<file path="src/rtl/clock_set_ctrl.sv">
// Time-set sequencer for an h/m/s counter: generates the count tick, runs the
// two-button edit procedure and emits a one-cycle load strobe with edited values.
//
// state  | meaning
// -------+-----------------------------------------------------------
// RUN    | normal timekeeping, prescaler running, tick issued every div cycles
// EDIT_H | hour under edit, inc press bumps set_h
// EDIT_M | minute under edit, inc press bumps set_m
// EDIT_S | second under edit, inc press bumps set_s
// COMMIT | single cycle, set strobe high with stable set_h/m/s
module clock_set_ctrl #(
    parameter int max_h   = 24,
    parameter int max_m   = 60,
    parameter int max_s   = 60,
    parameter int div     = 50,
    parameter int timeout = 1000
) (
    input  logic       clk,
    input  logic       reset,
    input  logic       btn_mode,
    input  logic       btn_inc,
    input  logic [5:0] cur_h,
    input  logic [5:0] cur_m,
    input  logic [5:0] cur_s,
    output logic       tick,
    output logic       set,
    output logic [5:0] set_h,
    output logic [5:0] set_m,
    output logic [5:0] set_s,
    output logic [1:0] field
);

    localparam int PW = (div > 1) ? $clog2(div) : 1;
    localparam int IW = (timeout > 1) ? $clog2(timeout) : 1;

    typedef enum logic [2:0] {
        RUN    = 3'd0,
        EDIT_H = 3'd1,
        EDIT_M = 3'd2,
        EDIT_S = 3'd3,
        COMMIT = 3'd4
    } state_t;

    state_t          state_q, state_d;
    logic [PW-1:0]   presc_q, presc_d;
    logic [IW-1:0]   idle_q, idle_d;
    logic            mode_prev_q, inc_prev_q;
    logic            tick_q, tick_d;
    logic            set_q, set_d;
    logic [5:0]      set_h_q, set_h_d;
    logic [5:0]      set_m_q, set_m_d;
    logic [5:0]      set_s_q, set_s_d;
    logic [1:0]      field_q, field_d;
    logic            mode_p, inc_p;

    function automatic logic [5:0] capture(input logic [5:0] v, input int m);
        return (int'(v) >= m) ? 6'd0 : v;
    endfunction

    function automatic logic [5:0] bump(input logic [5:0] v, input int m);
        return (int'(v) >= m - 1) ? 6'd0 : v + 6'd1;
    endfunction

    assign mode_p = btn_mode & ~mode_prev_q;
    assign inc_p  = btn_inc & ~inc_prev_q;

    always_comb begin
        state_d = state_q;
        presc_d = presc_q;
        idle_d  = idle_q;
        tick_d  = 1'b0;
        set_h_d = set_h_q;
        set_m_d = set_m_q;
        set_s_d = set_s_q;

        case (state_q)
            RUN: begin
                if (mode_p) begin
                    state_d = EDIT_H;
                    presc_d = '0;
                    idle_d  = '0;
                    set_h_d = capture(cur_h, max_h);
                    set_m_d = capture(cur_m, max_m);
                    set_s_d = capture(cur_s, max_s);
                end else if (presc_q == PW'(div - 1)) begin
                    tick_d  = 1'b1;
                    presc_d = '0;
                end else begin
                    presc_d = presc_q + 1'b1;
                end
            end
            EDIT_H, EDIT_M, EDIT_S: begin
                presc_d = '0;
                if (inc_p) begin
                    case (state_q)
                        EDIT_H:  set_h_d = bump(set_h_q, max_h);
                        EDIT_M:  set_m_d = bump(set_m_q, max_m);
                        default: set_s_d = bump(set_s_q, max_s);
                    endcase
                end
                // increment and advance may coincide; both take effect on this edge
                if (mode_p) begin
                    case (state_q)
                        EDIT_H:  state_d = EDIT_M;
                        EDIT_M:  state_d = EDIT_S;
                        default: state_d = COMMIT;
                    endcase
                end
                if (mode_p || inc_p) begin
                    idle_d = '0;
                end else if (timeout > 0) begin
                    if (idle_q == IW'(timeout - 1)) begin
                        state_d = RUN;
                        idle_d  = '0;
                    end else begin
                        idle_d = idle_q + 1'b1;
                    end
                end
            end
            COMMIT: begin
                state_d = RUN;
                presc_d = '0;
                idle_d  = '0;
            end
            default: begin
                state_d = RUN;
                presc_d = '0;
                idle_d  = '0;
            end
        endcase

        set_d = (state_d == COMMIT);
        case (state_d)
            EDIT_H:  field_d = 2'd1;
            EDIT_M:  field_d = 2'd2;
            EDIT_S:  field_d = 2'd3;
            default: field_d = 2'd0;
        endcase
    end

    always_ff @(posedge clk) begin
        if (reset) begin
            state_q     <= RUN;
            presc_q     <= '0;
            idle_q      <= '0;
            mode_prev_q <= 1'b0;
            inc_prev_q  <= 1'b0;
            tick_q      <= 1'b0;
            set_q       <= 1'b0;
            set_h_q     <= '0;
            set_m_q     <= '0;
            set_s_q     <= '0;
            field_q     <= '0;
        end else begin
            state_q     <= state_d;
            presc_q     <= presc_d;
            idle_q      <= idle_d;
            mode_prev_q <= btn_mode;
            inc_prev_q  <= btn_inc;
            tick_q      <= tick_d;
            set_q       <= set_d;
            set_h_q     <= set_h_d;
            set_m_q     <= set_m_d;
            set_s_q     <= set_s_d;
            field_q     <= field_d;
        end
    end

    assign tick  = tick_q;
    assign set   = set_q;
    assign set_h = set_h_q;
    assign set_m = set_m_q;
    assign set_s = set_s_q;
    assign field = field_q;

endmodule

</file>
<file path="config.mk">
export PLATFORM = sky130hd
export DESIGN_NAME = clock_set_ctrl
export DESIGN_NICKNAME = d
export VERILOG_FILES = /design/src/rtl/clock_set_ctrl.sv
export SDC_FILE = /design/constraint.sdc
export NUM_CORES = 1
export LEC_CHECK = 0
export ABC_AREA = 1
export BUFFER_PORTS_ARGS = -buffer_cell sky130_fd_sc_hd__buf_4
export CORE_AREA = 2 2 72 74
export DETAILED_ROUTE_END_ITERATION = 6
export DIE_AREA = 0 0 74 76
export PLACE_DENSITY = 0.85
export SYNTH_ARGS = -nofsm -noshare
export SYNTH_HDL_FRONTEND = slang
export SYNTH_SLANG_ARGS = --single-unit
</file>
<file path="constraint.sdc">
create_clock -name clk -period 1.3 [get_ports clk]
set_input_delay 0.195 -clock clk [delete_from_list [all_inputs] [get_ports clk]]
set_output_delay 0.195 -clock clk [all_outputs]
set_load 0.005 [all_outputs]
</file>
==> key figures <==
Power
  • Switching power: 1.086 mW
  • Logic pwr share: 0.291
  • Reg power frac: 0.458
  • Maximum VDD drop: 0.8396 mV
  • Int Power: 2.233 mW
  • Clock power share: 0.251
  • Net Sw Frac: 0.3272
  • PwrDens: 1010 nW/um^2
  • Final Power: 3.318 mW
  • LEAKAGE: 1.509 nW

Global routing
  • Largest net degree at the start of global routing: 14
  • GR Util All Layers: 0.2044
  • Vias in the first global route: 2,299
  • Gr ovfl total: 0
  • Initial antenna violation count: 0
  • First-pass GRT wire length: 9.439 mm

Place
  • Dpl cells: 494
  • DPL Wire Length: 4.147 mm
  • Port bufs: 43
  • Final Wtd Congestion: 0.9404

Routing
  • Post-route DRC: 0
  • DR vias: 2,604
  • Vias per Instance: 5.126
  • Post-route ant nets: 0
  • DRC marker count from the first detailed-route iteration: 196
  • Final WL: 6.713 mm
  • First-pass iteration count of the detailed router: 4
  • Post-DR wirelength/cell: 13.21 um

Die
  • Die height: 76 um
  • Initial core utilization: 0.4789
  • Die ar.: 5624 um^2
  • Core area: 4912 um^2
  • IO Pins: 44
  • Die Wd: 74 um
  • Num rows: 26

Logic synthesis
  • Post-synthesis async set-or-reset flop share: 0
  • Register bit total from synthesis: 43
  • EDFF count, synth: 0
  • Avg Cell Area, Syn: 6.498 um^2
  • Yosys warnings: 0
  • Netlist cell types: 26
  • Syn Nets: 390
  • Synthesized area: 2352 um^2
  • Post-synth top flop: dfxtp_1
  • Mapped Cells: 362
  • Sequential area share after synthesis: 0.3660

STA
  • Peak Freq: 0.7413 GHz
  • Final worst path period share: 1.038
  • Final setup vio count: 3
  • Worst-margin pin slew: 0.3156 ns
  • RSZ-0062 raised after global routing: true
  • Setup ws final: -0.04902 ns
  • Clock Skews: 0.01451 ns
  • Final Hold Violating Endpoints: 0
  • Rel. slew slack: 0.7894
  • Clock period minus worst slack: 1.349 ns
  • Final Max Tran Viols: 0

Outcome
  • Violated checks: negative setup slack
  • Status: complete, but fails checks

Critical path
  • Number of buffers and inverters on the critical path: 2
  • Worst path max stage delay: 0.38 ns
  • R2R Setup Slk: -0.05 ns
  • FF-to-FF path depth: 6
  • CP arrival: 1.56 ns
  • CP max FO: 8
  • Critical Path RT: 1.51 ns
  • CP top delay family: simple AND/OR/NAND/NOR gates
  • Worst r2r src: state_q[0]$_SDFF_PP0_
  • FF-to-FF End: idle_q[1]$_SDFFE_PP0P_
  • Startpoint types: flop
  • CP max-delay cell: dfxtp_4
  • Crit path kind: flop to flop
  • Crit end category: flop
  • Worst-path cell chain: nor2_4, nand3_4, buf_4, inv_2, nand2_1, a22oi_1

Layout
  • Final nets: 465
  • Share of layout cells above drive strength 1: 0.3311
  • Inserted Diodes: 0
  • Post-layout util: 0.6691
  • Final non-filler cell total: 508
  • P&R area growth vs syn: 39.73%

Run
  • Maxcap violations: 0

Clock network
  • CTS buffer count: 5
  • CTS tree: done
  • CTS root buf: clkbuf_8
  • Clk_lat worst skew: 0.30 ns
  • Clock Path Buffers: 2
  • Clock Pin Slew Worst Setup and Hold Paths: 0.08 ns
  • Sink Count: 43
  • H-tree depth: 2
  • Hold_buf cts: 0

Min path
  • Hold path startpoint: btn_inc
  • Hold Path Class: input port to flop
  • Hold EP: inc_prev_q$_SDFF_PP0_
  • Hold Path Cell Cnt: 3
-- logic make-up after synthesis --
| logic type | count (synthesis) | synth area share |
|---|---|---|
| compound gates | 32 | 0.07181 |
| flops | 43 | 0.3660 |
| xor+xnor | 9 | 0.03351 |
| fa+ha+maj | 6 | 0.03191 |
| simple gates | 222 | 0.4133 |
| buf+inv | 50 | 0.08350 |
-- worst max path at each step --
stage / from / to / slack (ns) / depth (start not counted)
2_1_floorplan: set_h[0]$_SDFFE_PP0P_ / set_h[0]$_SDFFE_PP0P_ / 0.04 / 8
3_3_place_gp: set_h[0]$_SDFFE_PP0P_ / set_h[0]$_SDFFE_PP0P_ / -0.02 / 8
3_5_place_dp: idle_q[0]$_SDFFE_PP0P_ / idle_q[6]$_SDFFE_PP0P_ / -0.10 / 8
4_1_cts: state_q[1]$_SDFF_PP0_ / set_h[1]$_SDFFE_PP0P_ / -0.03 / 9
5_1_grt: state_q[0]$_SDFF_PP0_ / idle_q[1]$_SDFFE_PP0P_ / -0.15 / 6
6_report: state_q[0]$_SDFF_PP0_ / idle_q[1]$_SDFFE_PP0P_ / -0.05 / 6
-- registers in the layout (all words and copies together), names as in the netlist --
signal,count
idle_q,10
presc_q,6
set_h,6
set_m,6
set_s,6
state_q,3
field,2
inc_prev_q,1
mode_prev_q,1
set,1
tick,1
-- power by group through the flow --
stage          clock network [mW]  logic, mW  registers [mW]
6_report                    0.834      0.965            1.52
5_1_grt                     0.916       1.07            1.53
4_1_cts                     0.839      0.848            1.50
3_5_place_dp                    0      0.833            1.52
3_3_place_gp                    0      0.811            1.52
2_1_floorplan                   0      0.457            1.53
-- per-layer routing --
metal / track usage / part of all wire
met5: 0 / 0
met2: 0.3348 / 0.52
met1: 0.2575 / 0.39
met4: 0.08545 / 0.027
met3: 0.03968 / 0.063
-- stage by stage --
| step | setup TNS (ns) | worst slack, ns | hold WS, ns | area [um^2] |
|---|---|---|---|---|
| after floorplan | 0 | 0.03859 | 0.3020 | 2352 |
| after global placement | -0.06414 | -0.01843 | 0.4063 | 2919 |
| after detailed placement | -0.7744 | -0.1023 | 0.4160 | 2919 |
| after CTS | -0.05183 | -0.02524 | 0.1167 | 3045 |
| after global routing | -1.061 | -0.1476 | 0.1185 | 3287 |
| final | -0.06582 | -0.04902 | 0.1153 | 3287 |
-- cell usage in the layout, fill, tap and decap left out, types with 9 or more instances in the layout --
cell | netlist | final
o21ai_0 | 20 | 17
inv_1 | 40 | 32
nand2_2 | 0 | 9
nor2_1 | 73 | 64
buf_4 | 2 | 69
nand3_1 | 36 | 33
dfxtp_1 | 43 | 33
nand2_1 | 92 | 82
-- repair_timing --
action,CTS,global route
setup endpoints to repair,18,37
pin swaps,6,24
gates resized for setup,12,63
setup buffers,1,5
-- tightest hold or removal path, cell delays in order --
cell and delay (ns):
buf_4 0.09, inv_1 0.03, nor2_1 0.06
-- Yosys cell counts, types with 2 or more instances --
cell      number  share of area
nand2_1       92           0.15
nor2_1        73           0.12
dfxtp_1       43           0.37
inv_1         40          0.064
nand3_1       36          0.077
o21ai_0       20          0.043
a21oi_1        8          0.017
xor2_1         7          0.026
ha_1           6          0.032
inv_2          4         0.0064
nand4_1        4          0.011
nor2_2         4          0.011
clkbuf_1       3         0.0048
nand3_2        3          0.013
nor3_1         3         0.0064
a22oi_1        2         0.0064
buf_4          2         0.0064
nand2_4        2         0.0096
nor2_4         2         0.0096
xnor2_1        2         0.0074
-- layout make-up --
type                            count  area, um^2
Multi-Input combinational cell    269        1471
Timing Repair Buffer               74       583.1
Tap cell                           70       87.58
Inverter                           44       181.4
Fill cell                         401        1625
Sequential cell                    43       878.3
Clock inverter                      2       12.51
Clock buffer                        6       72.57
Power figures use the tool's default switching activity.
